$ cat config.mk
export PLATFORM = sky130hd
export DESIGN_NAME = tsu_stamp_collector
export DESIGN_NICKNAME = d
export VERILOG_FILES = /design/src/rtl/tsu_pkg.sv /design/src/rtl/tsu_stamp_fifo.sv /design/src/rtl/tsu_stamp_collector.sv
export SDC_FILE = /design/constraint.sdc
export NUM_CORES = 2
export LEC_CHECK = 0
export ABC_CLOCK_PERIOD_IN_PS = 12030
export BUFFER_PORTS_ARGS = -buffer_cell sky130_fd_sc_hd__buf_2
export CAP_MARGIN = 20
export CORE_AREA = 2 2 338 508
export CTS_CLUSTER_DIAMETER = 120
export DETAILED_ROUTE_END_ITERATION = 8
export DIE_AREA = 0 0 340 510
export GPL_TIMING_DRIVEN = 0
export PLACE_DENSITY = 0.63
export SLEW_MARGIN = 0
export SYNTH_ARGS = -nofsm -noshare
export SYNTH_HDL_FRONTEND = slang
export SYNTH_SLANG_ARGS = --single-unit
$ cat constraint.sdc
create_clock -name clk -period 12.03 [get_ports clk]
set_clock_uncertainty 0.1 [all_clocks]
set_input_delay 1.203 -clock clk [delete_from_list [all_inputs] [get_ports clk]]
set_output_delay 1.203 -clock clk [all_outputs]
set_load 0.01 [all_outputs]
$ cat src/rtl/tsu_pkg.sv
// Shared types and helpers for the multi-channel TSU timestamp collector.
// Widths here are the defaults; the collector re-derives its record layout from its parameters.
package tsu_pkg;

  localparam int unsigned NChanDef    = 4;
  localparam int unsigned CntPrecBits = 64;
  localparam int unsigned RatPrecBits = 32;
  localparam int unsigned FifoDepth   = 4;
  localparam int unsigned ChBitsDef   = 2;
  // Upper bound on channel count supported by rr_next.
  localparam int unsigned MaxChan     = 32;

  typedef struct packed {
    logic [ChBitsDef-1:0]   chan;
    logic [CntPrecBits-1:0] cnt;
    logic [RatPrecBits-1:0] phase;
  } ts_rec_t;

  // First requester found searching upward from (last + 1) mod n; returns last if none request.
  function automatic int unsigned rr_next(input logic [MaxChan-1:0] req,
                                          input int unsigned        last,
                                          input int unsigned        n);
    int unsigned idx;
    rr_next = last;
    // Walk offsets from far to near so the nearest requester is written last.
    for (int unsigned off = MaxChan; off >= 1; off--) begin
      if (off <= n) begin
        idx = (last + off) % n;
        if (req[idx[4:0]]) rr_next = idx;
      end
    end
  endfunction

endpackage

$ cat src/rtl/tsu_stamp_fifo.sv
// Per-channel synchronous record FIFO; pointers carry an extra wrap bit to tell full from empty.
module tsu_stamp_fifo #(
  parameter int unsigned WIDTH = 8,
  parameter int unsigned DEPTH = 4
) (
  input  logic             clk,
  input  logic             rst,
  input  logic             push,
  input  logic             pop,
  input  logic [WIDTH-1:0] wdata,
  output logic [WIDTH-1:0] rdata,
  output logic             full,
  output logic             empty
);

  localparam int unsigned AW = $clog2(DEPTH);

  logic [AW:0]      wr_ptr_q, rd_ptr_q;
  logic [WIDTH-1:0] mem_q [DEPTH];
  logic             do_push, do_pop;

  assign full  = (wr_ptr_q[AW] != rd_ptr_q[AW]) && (wr_ptr_q[AW-1:0] == rd_ptr_q[AW-1:0]);
  assign empty = (wr_ptr_q == rd_ptr_q);
  assign rdata = mem_q[rd_ptr_q[AW-1:0]];

  // A push into a full FIFO is accepted when the same cycle frees a slot.
  assign do_push = push && (!full || pop);
  assign do_pop  = pop && !empty;

  always_ff @(posedge clk) begin
    if (rst) begin
      wr_ptr_q <= '0;
      rd_ptr_q <= '0;
    end else begin
      if (do_push) wr_ptr_q <= wr_ptr_q + (AW + 1)'(1);
      if (do_pop)  rd_ptr_q <= rd_ptr_q + (AW + 1)'(1);
    end
  end

  always_ff @(posedge clk) begin
    if (do_push) mem_q[wr_ptr_q[AW-1:0]] <= wdata;
  end

endmodule

$ cat src/rtl/tsu_stamp_collector.sv
// Tags per-channel TSU phase results with the 1588 cycle count and channel id, queues them per
// channel and streams them out through one round-robin arbitrated valid/ready register stage.
module tsu_stamp_collector
  import tsu_pkg::*;
#(
  parameter int unsigned N_CHAN        = NChanDef,
  parameter int unsigned CNT_PREC_BITS = CntPrecBits,
  parameter int unsigned RAT_PREC_BITS = RatPrecBits,
  parameter int unsigned FIFO_DEPTH    = FifoDepth,
  localparam int unsigned CH_BITS      = (N_CHAN > 1) ? $clog2(N_CHAN) : 1
) (
  input  logic                                   clk,
  input  logic                                   rst,
  input  logic                                   i_cnt_load,
  input  logic [CNT_PREC_BITS-1:0]               i_cnt_load_val,
  input  logic [N_CHAN-1:0]                      i_chan_en,
  input  logic [N_CHAN-1:0][RAT_PREC_BITS-1:0]   i_phase,
  input  logic [N_CHAN-1:0]                      i_phase_v,
  output logic                                   o_ts_v,
  input  logic                                   i_ts_rdy,
  output logic [CH_BITS-1:0]                     o_ts_chan,
  output logic [CNT_PREC_BITS-1:0]               o_ts_cnt,
  output logic [RAT_PREC_BITS-1:0]               o_ts_phase,
  output logic [N_CHAN-1:0]                      o_ovf,
  input  logic [N_CHAN-1:0]                      i_ovf_clr,
  output logic [CNT_PREC_BITS-1:0]               o_cnt
);

  localparam int unsigned RecW = CH_BITS + CNT_PREC_BITS + RAT_PREC_BITS;

  typedef struct packed {
    logic [CH_BITS-1:0]       chan;
    logic [CNT_PREC_BITS-1:0] cnt;
    logic [RAT_PREC_BITS-1:0] phase;
  } rec_t;

  logic [CNT_PREC_BITS-1:0]     cnt_q;
  logic [N_CHAN-1:0]            ovf_q;
  logic                         ts_v_q;
  rec_t                         ts_rec_q;
  logic [CH_BITS-1:0]           last_q;

  logic [N_CHAN-1:0]            capture, push, pop, ovf_set;
  logic [N_CHAN-1:0]            fifo_full, fifo_empty;
  logic [N_CHAN-1:0][RecW-1:0]  fifo_rdata;
  logic                         load;
  logic [CH_BITS-1:0]           grant;

  always_ff @(posedge clk) begin
    if (rst) begin
      cnt_q <= '0;
    end else if (i_cnt_load) begin
      cnt_q <= i_cnt_load_val;
    end else begin
      cnt_q <= cnt_q + CNT_PREC_BITS'(1);
    end
  end

  for (genvar c = 0; c < N_CHAN; c++) begin : g_chan
    rec_t wrec;
    assign wrec = '{chan: CH_BITS'(c), cnt: cnt_q, phase: i_phase[c]};

    tsu_stamp_fifo #(
      .WIDTH (RecW),
      .DEPTH (FIFO_DEPTH)
    ) u_fifo (
      .clk   (clk),
      .rst   (rst),
      .push  (push[c]),
      .pop   (pop[c]),
      .wdata (wrec),
      .rdata (fifo_rdata[c]),
      .full  (fifo_full[c]),
      .empty (fifo_empty[c])
    );
  end

  always_comb begin
    capture = i_phase_v & i_chan_en;
    load    = (!ts_v_q || i_ts_rdy) && (|(~fifo_empty));
    grant   = CH_BITS'(rr_next(MaxChan'(~fifo_empty), 32'(last_q), N_CHAN));
    pop     = '0;
    if (load) pop[grant] = 1'b1;
    push    = capture & (~fifo_full | pop);
    ovf_set = capture & fifo_full & ~pop;
  end

  // last_q resets to the top channel so the first search starts at channel 0.
  always_ff @(posedge clk) begin
    if (rst) begin
      ovf_q    <= '0;
      ts_v_q   <= 1'b0;
      ts_rec_q <= '0;
      last_q   <= CH_BITS'(N_CHAN - 1);
    end else begin
      ovf_q <= (ovf_q & ~i_ovf_clr) | ovf_set;
      if (load) begin
        ts_v_q   <= 1'b1;
        ts_rec_q <= rec_t'(fifo_rdata[grant]);
        last_q   <= grant;
      end else if (i_ts_rdy) begin
        ts_v_q <= 1'b0;
      end
    end
  end

  assign o_ts_v     = ts_v_q;
  assign o_ts_chan  = ts_rec_q.chan;
  assign o_ts_cnt   = ts_rec_q.cnt;
  assign o_ts_phase = ts_rec_q.phase;
  assign o_ovf      = ovf_q;
  assign o_cnt      = cnt_q;

endmodule
Word level (Yosys, flattened, before mapping). Memories as Yosys holds them, arrays and structs flattened. A register that Yosys moved wholly into a read port is not among the register bits. Cells that the tools add are included.

Magnitude comparators: 6. Bitwise logic cells: 12. Multiplexer cells: 36. $mul: 0. Add/subtract/negate cells: 13. Eq/ne operators: 12. Shifts and indexed selects: 0. Reductions and logical operators: 30. Divide/modulo/power cells: 0.

Operators by type and width (number): $bmux W98 S2 (1); $mux W98 (1); $add A64 B1 Y64 const B (1); $mux W64 (1); $add A3 B1 Y3 const B (8); $lt A2 B6 Y1 const B (4); $mux W2 (12); $and A4 B4 Y4 (5); $not A4 Y4 (5); $mux W1 (15); $logic_and A1 B1 Y1 (14); $eq A3 B3 Y1 (4); $logic_not A1 Y1 (9); $bmux W1 S2 (4); $eq A2 B2 Y1 (4); $or A4 B4 Y4 (2); $logic_or A1 B1 Y1 (5); $add A2 B1 Y2 const B (2); $add A2 B2 Y2 const B (2); $mux W4 (1); $ne A1 B1 Y1 (4); $reduce_or A4 Y1 (1); $lt A2 B3 Y1 const B (1); $demux W1 S2 (1); 2 further kinds (2).

Register bits after elaboration: 193. Memory bits (writable): 1536. ROM bits: 0. Bits of input ports: 208. Logic and storage cells: 128. Memories: 4. Bits in latches: 0.

Memory list: g_chan[0].u_fifo.mem_q (depth 4, width 96, rd ports 1, clocked after memory_dff 1, write ports 1, line tsu_stamp_fifo.sv:19) `logic [WIDTH-1:0] mem_q [DEPTH];`; g_chan[1].u_fifo.mem_q (depth 4, width 96, rd ports 1, clocked after memory_dff 1, write ports 1, line tsu_stamp_fifo.sv:19); g_chan[2].u_fifo.mem_q (depth 4, width 96, rd ports 1, clocked after memory_dff 1, write ports 1, line tsu_stamp_fifo.sv:19); g_chan[3].u_fifo.mem_q (depth 4, width 96, rd ports 1, clocked after memory_dff 1, write ports 1, line tsu_stamp_fifo.sv:19).

Depth between registers and ports, before layout.
Depth after elaboration: 18. Mapped depth: 11. Mapped depth without buffers: 6.

Cells and area by module. Synthesis repeated with hierarchy kept, for this count alone.

Cell total of the unflattened synthesis: 3454. Area total of the unflattened synthesis: 68710.9 um^2.

By module, submodules not included: tsu_stamp_fifo (area an instance 14650.3 um^2, seq. area each 11931.4 um^2, cells each 567, times used 4); tsu_stamp_collector (area an instance 10109.7 um^2, seq. area each 3383.2 um^2, cells each 1186, times used 1).

Worst setup path after synthesis. Ideal clock, no wire load.

Kind: input to register. Start: input i_ts_rdy. End: register g_chan[1].u_fifo.wr_ptr_q[2]. Stages: 6. Library setup time: 0.094 ns. Path slack: 1.943 ns. Data required time: 11.836 ns. Arrival time: 9.893 ns. Path buffers: 1. Cells stage by stage: nand2b_1 > o41a_1 > buf_2 > o21ai_4 > o31ai_1 > mux2_2.

Word-level cells in the longest chain between the ends: 6.

Ends and longest elaborated chain: start: declaration (line tsu_stamp_collector.sv:20) `input logic i_ts_rdy,`; $logic_or A1 B1 Y1 (*) (line tsu_stamp_collector.sv:80) `load = (!ts_v_q || i_ts_rdy) && (|(~fifo_empty));`; $logic_and A1 B1 Y1 (*) (line tsu_stamp_collector.sv:80); $mux W4 (*) (line tsu_stamp_collector.sv:83) `if (load) pop[grant] = 1'b1;`; $or A4 B4 Y4 (line tsu_stamp_collector.sv:84) `push = capture & (~fifo_full | pop);`; $and A4 B4 Y4 (line tsu_stamp_collector.sv:84); $logic_and A1 B1 Y1 (*) (line tsu_stamp_fifo.sv:27) `assign do_push = push && (!full || pop);`; end signal: assignment (line tsu_stamp_fifo.sv:35) `if (do_push) wr_ptr_q <= wr_ptr_q + (AW + 1)'(1);`; end: declaration (line tsu_stamp_fifo.sv:18) `logic [AW:0] wr_ptr_q, rd_ptr_q;`.

Every way passes the cells marked *; elsewhere a longest branch is shown, timed or not. A chain may end at the register's enable or synchronous reset.

Worst setup path in the final report.
Start: register g_chan[3].u_fifo.wr_ptr_q[1]. End: memory g_chan[0].u_fifo.mem_q[3][73] (netlist name), enable pin.

Word-level cells in the longest chain between the ends: 18.

Ends and longest elaborated chain: start: declaration (line tsu_stamp_fifo.sv:18); start signal: assignment (line tsu_stamp_fifo.sv:35); $eq A3 B3 Y1 (*) (line tsu_stamp_fifo.sv:23) `assign empty = (wr_ptr_q == rd_ptr_q);`; $not A4 Y4 (line tsu_stamp_collector.sv:80, tsu_stamp_collector.sv:81); $bmux W1 S2 (line tsu_pkg.sv:29) `if (req[idx[4:0]]) rr_next = idx;`; $mux W1 (implied by the code) (line tsu_pkg.sv:29); $mux W2 (4 in a row) (line tsu_pkg.sv:29); $lt A2 B3 Y1 (implied by the code) or $ge A2 B1 Y1 (tied branches) (line tsu_stamp_collector.sv:83); $logic_and A1 B1 Y1 (implied by the code) (line tsu_stamp_collector.sv:83); $mux W1 (implied by the code) (line tsu_stamp_collector.sv:83); $demux W1 S2 (line tsu_stamp_collector.sv:83); $mux W4 (*) (line tsu_stamp_collector.sv:83); $or A4 B4 Y4 (line tsu_stamp_collector.sv:84); $and A4 B4 Y4 (line tsu_stamp_collector.sv:84); $logic_and A1 B1 Y1 (*) (line tsu_stamp_fifo.sv:27); $mux W1 (*) (line tsu_stamp_fifo.sv:41) `if (do_push) mem_q[wr_ptr_q[AW-1:0]] <= wdata;`; $mux W1 (implied by the code) (*) (line tsu_stamp_fifo.sv:41); end: declaration (line tsu_stamp_fifo.sv:19).

Every way passes the cells marked *; elsewhere a longest branch is shown, timed or not. The select of a mux whose other input is x is not followed.

==> summary.txt <==
Die
  • Chip Width: 340 um
  • Die height: 510 um
  • Initial Utilization: 0.398
  • Row cnt: 185
  • Core box area: 169,000 um2
  • Die area: 173,000 um2
  • # IOs: 375

Global routing
  • Vias in the first global route: 36,600
  • Initial antenna violation count: 62
  • Largest net degree at the start of global routing: 54
  • GR Overflow Total: 0
  • GRT Total Usage: 0.207
  • First-pass GRT wire length: 257,000 um

Setup path
  • WP buf/inv: 6
  • Crit path required time: 12.42 ns
  • Crit-path leading delay family: simple AND/OR/NAND/NOR gates
  • Slowest cell on the critical path: o31ai_4
  • WP data arrival: 5.63 ns
  • Critical path endpoint category: flop
  • Startpoint types: flop
  • Worst path cell trace: xor2_1, or3_1, buf_2, nand3_1, nand3_4, buf_4, buf_2, o31ai_4, buf_16, buf_8, buf_8
  • Critical path origin: g_chan[3].u_fifo.wr_ptr_q[1]
  • CP max FO: 16
  • CP peak stage delay: 0.87 ns
  • FF-to-FF Start: g_chan[3].u_fifo.wr_ptr_q[1]
  • Setup CP Type: reg2reg

Timing
  • RSZ-0062 raised after global routing: no
  • Upper clock frequency limit: 191 MHz
  • Worst Max-Slew Pin Slew: 1.22 ns
  • Tmin final: 5.24 ns
  • Final Cycle Share: 0.435
  • Slew HR: 0.184
  • Final setup margin: 6.79 ns
  • Pins over their slew limit: 0
  • Final setup violation count: 0
  • Final hold violations: 0

Placed design
  • Routability cong.: 0.823
  • Detailed Place HPWL: 123,000 um
  • Placement Cell Area: 73,200 um2
  • Pre-CTS setup slack: 6.79 ns
  • PortBufs: 373

Yosys
  • Ys Warns: 0
  • Syn avg cell area: 19.7 um2
  • Async S/R FF share, synth: 0
  • Post-synth cell types: 59
  • Mapped Cells: 3,404
  • Predominant post-synthesis flop cell: edfxtp_1
  • Post-synthesis sequential area ratio: 0.746
  • Synth Net Count: 3,633
  • Mapped cell area: 67,200 um2
  • EDFF count, synth: 1,536
  • Yosys reg bits: 1,737

Flow run
  • Max_cap viols: 0

Route
  • Drt pass-1 iters: 8
  • Iter 0 DRT Violations: 3,705
  • Vias per cell: 5.65
  • Via count: 36,200
  • Drt wl/cell: 28.3 um
  • Final routed DRC violation total: 0
  • Antenna viol nets, final: 0
  • Post-Route WL: 181,000 um

Power and ir drop
  • Max VDD drop: 0.000140 V
  • Static Leakage: 25.6 nW
  • PD cells: 224 nW/um2

Final layout
  • Post-layout util: 0.467
  • Final Instance Area: 78,800 um2
  • Layout cell share with drive strength beyond 1: 0.297
  • Fillcell total: 14,100
  • Area delta synth->final: 17.3%
  • Nets: 4,233

CTS
  • Worst-path clk slew: 0.06 ns
  • Clock Sinks: 1,737
  • Later-pin clock latency in the skew report: 0.80 ns
  • H-tree lvl count: 4
  • # Post-CTS Setup Buffers: 0
  • Clock buffer depth: 3
  • Post-CTS sizing: 0
  • CTS Buf Count: 161
  • CTS tree: done
  • Clk root buf: clkbuf_16
  • Hold_buf cts: 0

Min path
  • Hold/Removal Path Class: reg2reg
  • Hold path start: o_ovf[1]

Outcome
  • Status: finished, final reports clean
-- metal layers --
| metal | up-vias | GRT usage | share of wire |
|---|---|---|---|
| met2 | 1341 | 0.338 | 0.48 |
| met4 | 44 | 0.0685 | 0.028 |
| met5 | - | 0 | 0.0016 |
| li1 | 15500 | - | - |
| met3 | 289 | 0.0460 | 0.082 |
| met1 | 19000 | 0.274 | 0.40 |
-- synthesized netlist by cell type (all sizes together) (34+ instances only) --
master / instances / area share
a211oi: 36 / 0.0040
a21oi: 136 / 0.010
dfxtp: 201 / 0.060
a221o: 96 / 0.014
nor2: 82 / 0.0047
o31ai: 109 / 0.012
nand2: 52 / 0.0029
mux2: 104 / 0.017
edfxtp: 1536 / 0.69
clkbuf: 184 / 0.010
nand3: 43 / 0.0034
mux4: 384 / 0.13
buf: 50 / 0.0035
xnor2: 34 / 0.0044
nand4: 116 / 0.011
-- worst min-delay path, delay by kind of cell, from the launching register on --
kind / cells / cell delay (ns)
DFF: 1 / 0.31
and+or+nand+nor: 1 / 0.06
AOI/OAI and AO/OA: 1 / 0.06
-- sequential cells by signal (all words and copies together), names as in the netlist, 4 cells and up, named ones only --
register / cells
o_ovf: 4
o_ts_phase: 32
g_chan.u_fifo.wr_ptr_q: 12
o_cnt: 64
g_chan.u_fifo.rd_ptr_q: 12
o_ts_cnt: 64
g_chan.u_fifo.mem_q: 1536
-- cell type report --
class                   instances  area [um2]  share of cell area
diodes                         24        60.1            0.000762
inverters                      21        78.8             0.00100
multi-input cells            1412       16100               0.205
repair buffers                437        3120              0.0396
well taps                    2244        2810              0.0356
plain buffers                 234         925              0.0117
flip-flops and latches       1737       50100               0.636
clock buffers                 225        4540              0.0576
clock inverters                74         982              0.0125
-- path summary, 6_finish.rpt --
check	endpoint	slack, ns	cells after the start
worst max-delay path	g_chan[0].u_fifo.mem_q[3][73]	6.79	11
worst min-delay path	o_ovf[1]	0.38	2
worst max register to register	g_chan[0].u_fifo.mem_q[3][73]	6.79	11
worst min register to register	o_ovf[1]	0.38	2
-- cells in the final DEF (no fill, tap or decap), types with 20 or more instances in the layout --
master and count:
o21ai_0 20, a211oi_1 36, xor2_1 31, clkbuf_16 163
buf_2 399, buf_8 22, a221o_1 96, buf_16 26
inv_1 20, buf_1 22, a21oi_1 134, nand3_1 42
dfxtp_1 201, clkbuf_1 223, diode_2 24, nor3_1 22
edfxtp_1 1536, mux4_2 384, nor2_1 80, xnor2_1 34
nand4_1 115, mux2_2 104, o31ai_1 104, clkbuf_8 23
nand2_1 52, ha_1 21
-- kinds of logic after synthesis --
group,after synthesis,synth area share
fa+ha+maj,21,0.00391
flops,1737,0.746
compound gates,420,0.0460
xor+xnor,65,0.00847
simple gates,409,0.0330
buf+inv,255,0.0149
mux,497,0.147
-- power breakdown --
group	total (mW)	switching, mW	internal, mW
clock	5.30	2.27	3.03
sequential	7.35	0.262	7.09
combinational	4.98	2.92	2.07
total	17.6	5.45	12.2
-- stage by stage --
stage	instances	power (mW)	TNS, ns	hold WS, ns
after floorplan	3404	10.7	0	0.363
after global placement	6021	12.4	-1311.20	0.360
after detailed placement	6084	12.5	0	0.369
after CTS	6383	17.8	0	0.383
after global routing	6391	18.3	0	0.402
final	6408	17.6	0	0.376
No activity file was read; power rests on OpenSTA's default activity.
